### src/rtl/register_skid_buffer.sv
// Two-entry valid/ready register slice; in_ready, out_valid and out_data all come straight from flops.
// Optional macro SKID_STATS_EN adds a saturating 16-bit stall_count output.
module register_skid_buffer #(
    parameter int WIDTH = 8
) (
    input  logic             clk,
    input  logic             rst,
    input  logic             in_valid,
    input  logic [WIDTH-1:0] in_data,
    output logic             in_ready,
    output logic             out_valid,
    output logic [WIDTH-1:0] out_data,
    input  logic             out_ready
`ifdef SKID_STATS_EN
    ,
    output logic [15:0]      stall_count
`endif
);

    typedef enum logic [1:0] {
        EMPTY = 2'd0,
        ONE   = 2'd1,
        FULL  = 2'd2
    } state_t;

    state_t           state_q, state_d;
    logic [WIDTH-1:0] main_q, main_d;
    logic [WIDTH-1:0] skid_q, skid_d;
    logic             out_valid_q, out_valid_d;
    logic             in_ready_q, in_ready_d;
    logic             in_xfer, out_xfer;

    always_comb begin
        state_d  = state_q;
        main_d   = main_q;
        skid_d   = skid_q;
        in_xfer  = in_valid && in_ready_q;
        out_xfer = out_valid_q && out_ready;
        case (state_q)
            EMPTY: begin
                if (in_xfer) begin
                    main_d  = in_data;
                    state_d = ONE;
                end
            end
            ONE: begin
                if (in_xfer && out_xfer) begin
                    main_d = in_data;
                end else if (in_xfer) begin
                    skid_d  = in_data;
                    state_d = FULL;
                end else if (out_xfer) begin
                    state_d = EMPTY;
                end
            end
            FULL: begin
                // in_ready is low here, so only the drain side can move
                if (out_xfer) begin
                    main_d  = skid_q;
                    state_d = ONE;
                end
            end
            default: state_d = EMPTY;
        endcase
        // Handshake outputs are decoded from the next state so they leave the block as flops
        out_valid_d = (state_d != EMPTY);
        in_ready_d  = (state_d != FULL);
    end

    always_ff @(posedge clk or posedge rst) begin
        if (rst) begin
            state_q     <= EMPTY;
            main_q      <= '0;
            skid_q      <= '0;
            out_valid_q <= 1'b0;
            in_ready_q  <= 1'b0;
        end else begin
            state_q     <= state_d;
            main_q      <= main_d;
            skid_q      <= skid_d;
            out_valid_q <= out_valid_d;
            in_ready_q  <= in_ready_d;
        end
    end

    assign in_ready  = in_ready_q;
    assign out_valid = out_valid_q;
    assign out_data  = main_q;

`ifdef SKID_STATS_EN
    logic [15:0] stall_count_q, stall_count_d;

    always_comb begin
        stall_count_d = stall_count_q;
        if (out_valid_q && !out_ready && (stall_count_q != 16'hFFFF)) begin
            stall_count_d = stall_count_q + 16'd1;
        end
    end

    always_ff @(posedge clk or posedge rst) begin
        if (rst) begin
            stall_count_q <= '0;
        end else begin
            stall_count_q <= stall_count_d;
        end
    end

    assign stall_count = stall_count_q;
`endif

endmodule
### config.mk
export PLATFORM = sky130hd
export DESIGN_NAME = register_skid_buffer
export DESIGN_NICKNAME = d
export VERILOG_FILES = /design/src/rtl/register_skid_buffer.sv
export SDC_FILE = /design/constraint.sdc
export NUM_CORES = 1
export LEC_CHECK = 0
export CAP_MARGIN = 40
export CORE_MARGIN = 2
export CORE_UTILIZATION = 35
export CTS_CLUSTER_SIZE = 40
export DETAILED_ROUTE_END_ITERATION = 8
export SLEW_MARGIN = 20
export SYNTH_ARGS = -nofsm -noshare
export SYNTH_HDL_FRONTEND = slang
export SYNTH_SLANG_ARGS = --single-unit
### constraint.sdc
create_clock -name clk -period 1.5 [get_ports clk]
set_input_delay 0.375 -clock clk [delete_from_list [all_inputs] [get_ports clk]]
set_output_delay 0.375 -clock clk [all_outputs]
set_load 0.1 [all_outputs]
==> results of run 1 <==
## synth_stat cells (all sizes together)
master,n,area (µm²)
nand2b,1,13.76
a21o,1,8.760
and2,1,6.260
mux2,24,300.3
nand2,4,17.52
dfrtp,20,500.5
mux2i,1,10.01
o32ai,1,27.53
buf,1,11.26
a21boi,1,11.26
a21oi,3,15.01
and3b,1,10.01
o22ai,1,6.260
inv,1,3.750
o21ai,1,5.000
## routing by layer
| layer | up-vias | routed length [µm] | track usage (%) |
|---|---|---|---|
| met4 | 0 | 19 | 4.082 |
| met5 | - | 0 | 0 |
| li1 | 294 | - | - |
| met1 | 305 | 800 | 15.46 |
| met2 | 13 | 894 | 19.83 |
| met3 | 2 | 81 | 5.116 |
## worst register-to-register path, delay by kind of cell, from the launching register on
kind	cells	cell delay (ps)
AND/OR/NAND/NOR	1	200
flip-flops	1	430
buffers and inverters	1	160
multiplexers	2	550
## layout by cell type (no fill, tap or decap), types with 2 or more instances in the layout
master,count
mux2_2,16
dlygate4sd2_1,2
dfrtp_4,2
buf_4,5
dfrtp_1,17
buf_12,12
nand2_1,2
mux2_4,8
clkbuf_4,3
a21oi_1,3
nand2_4,2
buf_6,2
clkdlybuf4s50_1,9
## cells by family after synthesis
| family | count (synthesis) | synth area share, % |
|---|---|---|
| compound gates | 8 | 7.794 |
| buf+inv | 2 | 1.585 |
| flops | 20 | 52.84 |
| mux | 25 | 32.76 |
| simple gates | 7 | 5.020 |
## registers in the layout (all words and copies together) (netlist names)
register and count:
out_valid 1, skid_q 8, in_ready 1, out_data 8
state_q 2
## cell type report
class | count | area, µm² | share of cell area (%)
Sequential cell | 20 | 509.2 | 35.45
Inverter | 1 | 3.754 | 0.2613
Multi-Input combinational cell | 40 | 451.7 | 31.45
Timing Repair Buffer | 30 | 407.9 | 28.40
Clock buffer | 4 | 26.28 | 1.829
Tap cell | 30 | 37.54 | 2.613
## through the flow
stage | util, % | cell area [µm²] | hold slack [ps]
final | 56.94 | 1436 | 380.5
after global routing | 56.94 | 1436 | 380.7
after floorplan | - | 969.7 | 338.9
after CTS | 55.95 | 1411 | 383.8
after global placement | 54.66 | 1379 | 487.2
after detailed placement | 54.66 | 1379 | 496.2
## final timing paths
| check | from | end | slack, ps |
|---|---|---|---|
| max | state_q[0]$_DFF_PP0_ | out_data[7]$_DFFE_PP0P_ | 40 |
| min | rst | out_data[5]$_DFFE_PP0P_ | 380 |
| min reg2reg | skid_q[0]$_DFFE_PP0P_ | skid_q[0]$_DFFE_PP0P_ | 520 |
| max in group asynchronous | rst | out_valid$_DFF_PP0_ | 880 |
| max reg2reg | state_q[0]$_DFF_PP0_ | out_data[7]$_DFFE_PP0P_ | 40 |
| min in group clk | skid_q[0]$_DFFE_PP0P_ | skid_q[0]$_DFFE_PP0P_ | 520 |
## repair_timing
action | in CTS | in global routing
pin swaps | 0 | 0
endpoints found under the setup margin | 14 | 9
buffers inserted | 0 | 1
hold buffers | 0 | 0
resized for setup | 5 | 1
==> flow_metrics.tcl, run 1 <==
set metrics [dict create \
    max_stage_delay_ps 430 \
    grt_setup_unrepaired "false" \
    setup_viol 0 \
    syn_to_final_growth_pct 51.65 \
    drt_pass1_iterations 2 \
    period_share_pct 97.51 \
    crit_family "multiplexers" \
    finalWorstSetupSlack_ps 37.40 \
    diodes 0 \
    cts_root_buf "clkbuf_4" \
    clk_pin_slew_worst_paths_ps 120 \
    via_per_inst 4.912 \
    finalWirelength_um 1795 \
    antenna_left 0 \
    worstPathMaxFanout 5 \
    drive_above_1_share_pct 58.95 \
    syn-num-nets 74 \
    startpoint_type "flop" \
    wl_per_cell_um 14.36 \
    path_cells "nand2b_4, buf_12, mux2_4, mux2_2" \
    slew_headroom_pct 82.29 \
    drtIter0Drc 12 \
    final.fill_count 226 \
    die_area_um2 3138 \
    required_ps 1690 \
    stdcell_count 125 \
    tightest_slew_ps 265.6 \
    worst-path-stages 4 \
    cts_tree "built" \
    core_region_area_um2 2522 \
    die_h_um 56.02 \
    fmax_ghz 0.6837 \
    grt_first_pass_wirelength_um 2980 \
    grt_max_degree 21 \
    maxCapViolCount 0 \
    run_status "completed" \
    path_class "flop to flop" \
    synthDistinctLibCells 17 \
    final_nets 108 \
    cts.path.max_buffers 2 \
    ys_seq_elements 20 \
    pin_count 22 \
    initial_utilization_pct 37.55 \
    ys_warn_count 0 \
    cp_slowest_cell "dfrtp_1" \
    dp_hpwl_um 1313 \
    hold_path.class "primary input to async pin" \
    numCtsBuffers 3 \
    grt-ovfl-total 0 \
    place.gp.congestion 0.6579 \
    reg2regPathDepth 4 \
    grtUsageTotal_pct 12.53 \
    setup_tns_ps 0 \
    netlist_area_um2 947.2 \
    clk_latency_ps 310 \
    antenna_found_initial 0 \
    grt_pass1_vias 626 \
    end_kind "flop" \
    num_rows 18 \
    placedCellCount 120 \
    crit_buf_inv 1 \
    avgSynthCellArea_um2 15.28 \
    ys_seq_area_share_pct 52.84 \
    hold_viol 0 \
    die_x_um 56.02 \
    final_max_slew_viol_count 0 \
    routed-via-count 614 \
    dp_slack_ps -386.8 \
    remaining_drc_errors 0 \
    worstPathArrival_ps 1650 \
    portBuffers 21 \
    cts.sinks 20 \
    syn_inst 62 \
    htreeDepth 1 \
    skew_ps 17.00 \
    min_period_ps 1463 \
]
Power of run 1 is left out: the tool's default activity adds up to more than one toggle a clock period on the data nets, which glitch-free logic cannot reach.
==> run 2: changes to the inputs <==
--- a/config.mk
+++ b/config.mk
@@ -5,7 +5,7 @@
 export SDC_FILE = /design/constraint.sdc
 export NUM_CORES = 1
 export LEC_CHECK = 0
-export CAP_MARGIN = 40
+export CAP_MARGIN = 10
 export CORE_MARGIN = 2
 export CORE_UTILIZATION = 35
 export CTS_CLUSTER_SIZE = 40
==> results of run 2 <==
Final layout, timing and power as in run 1 (identical DEF).
Power of run 2 is left out for the same reason.
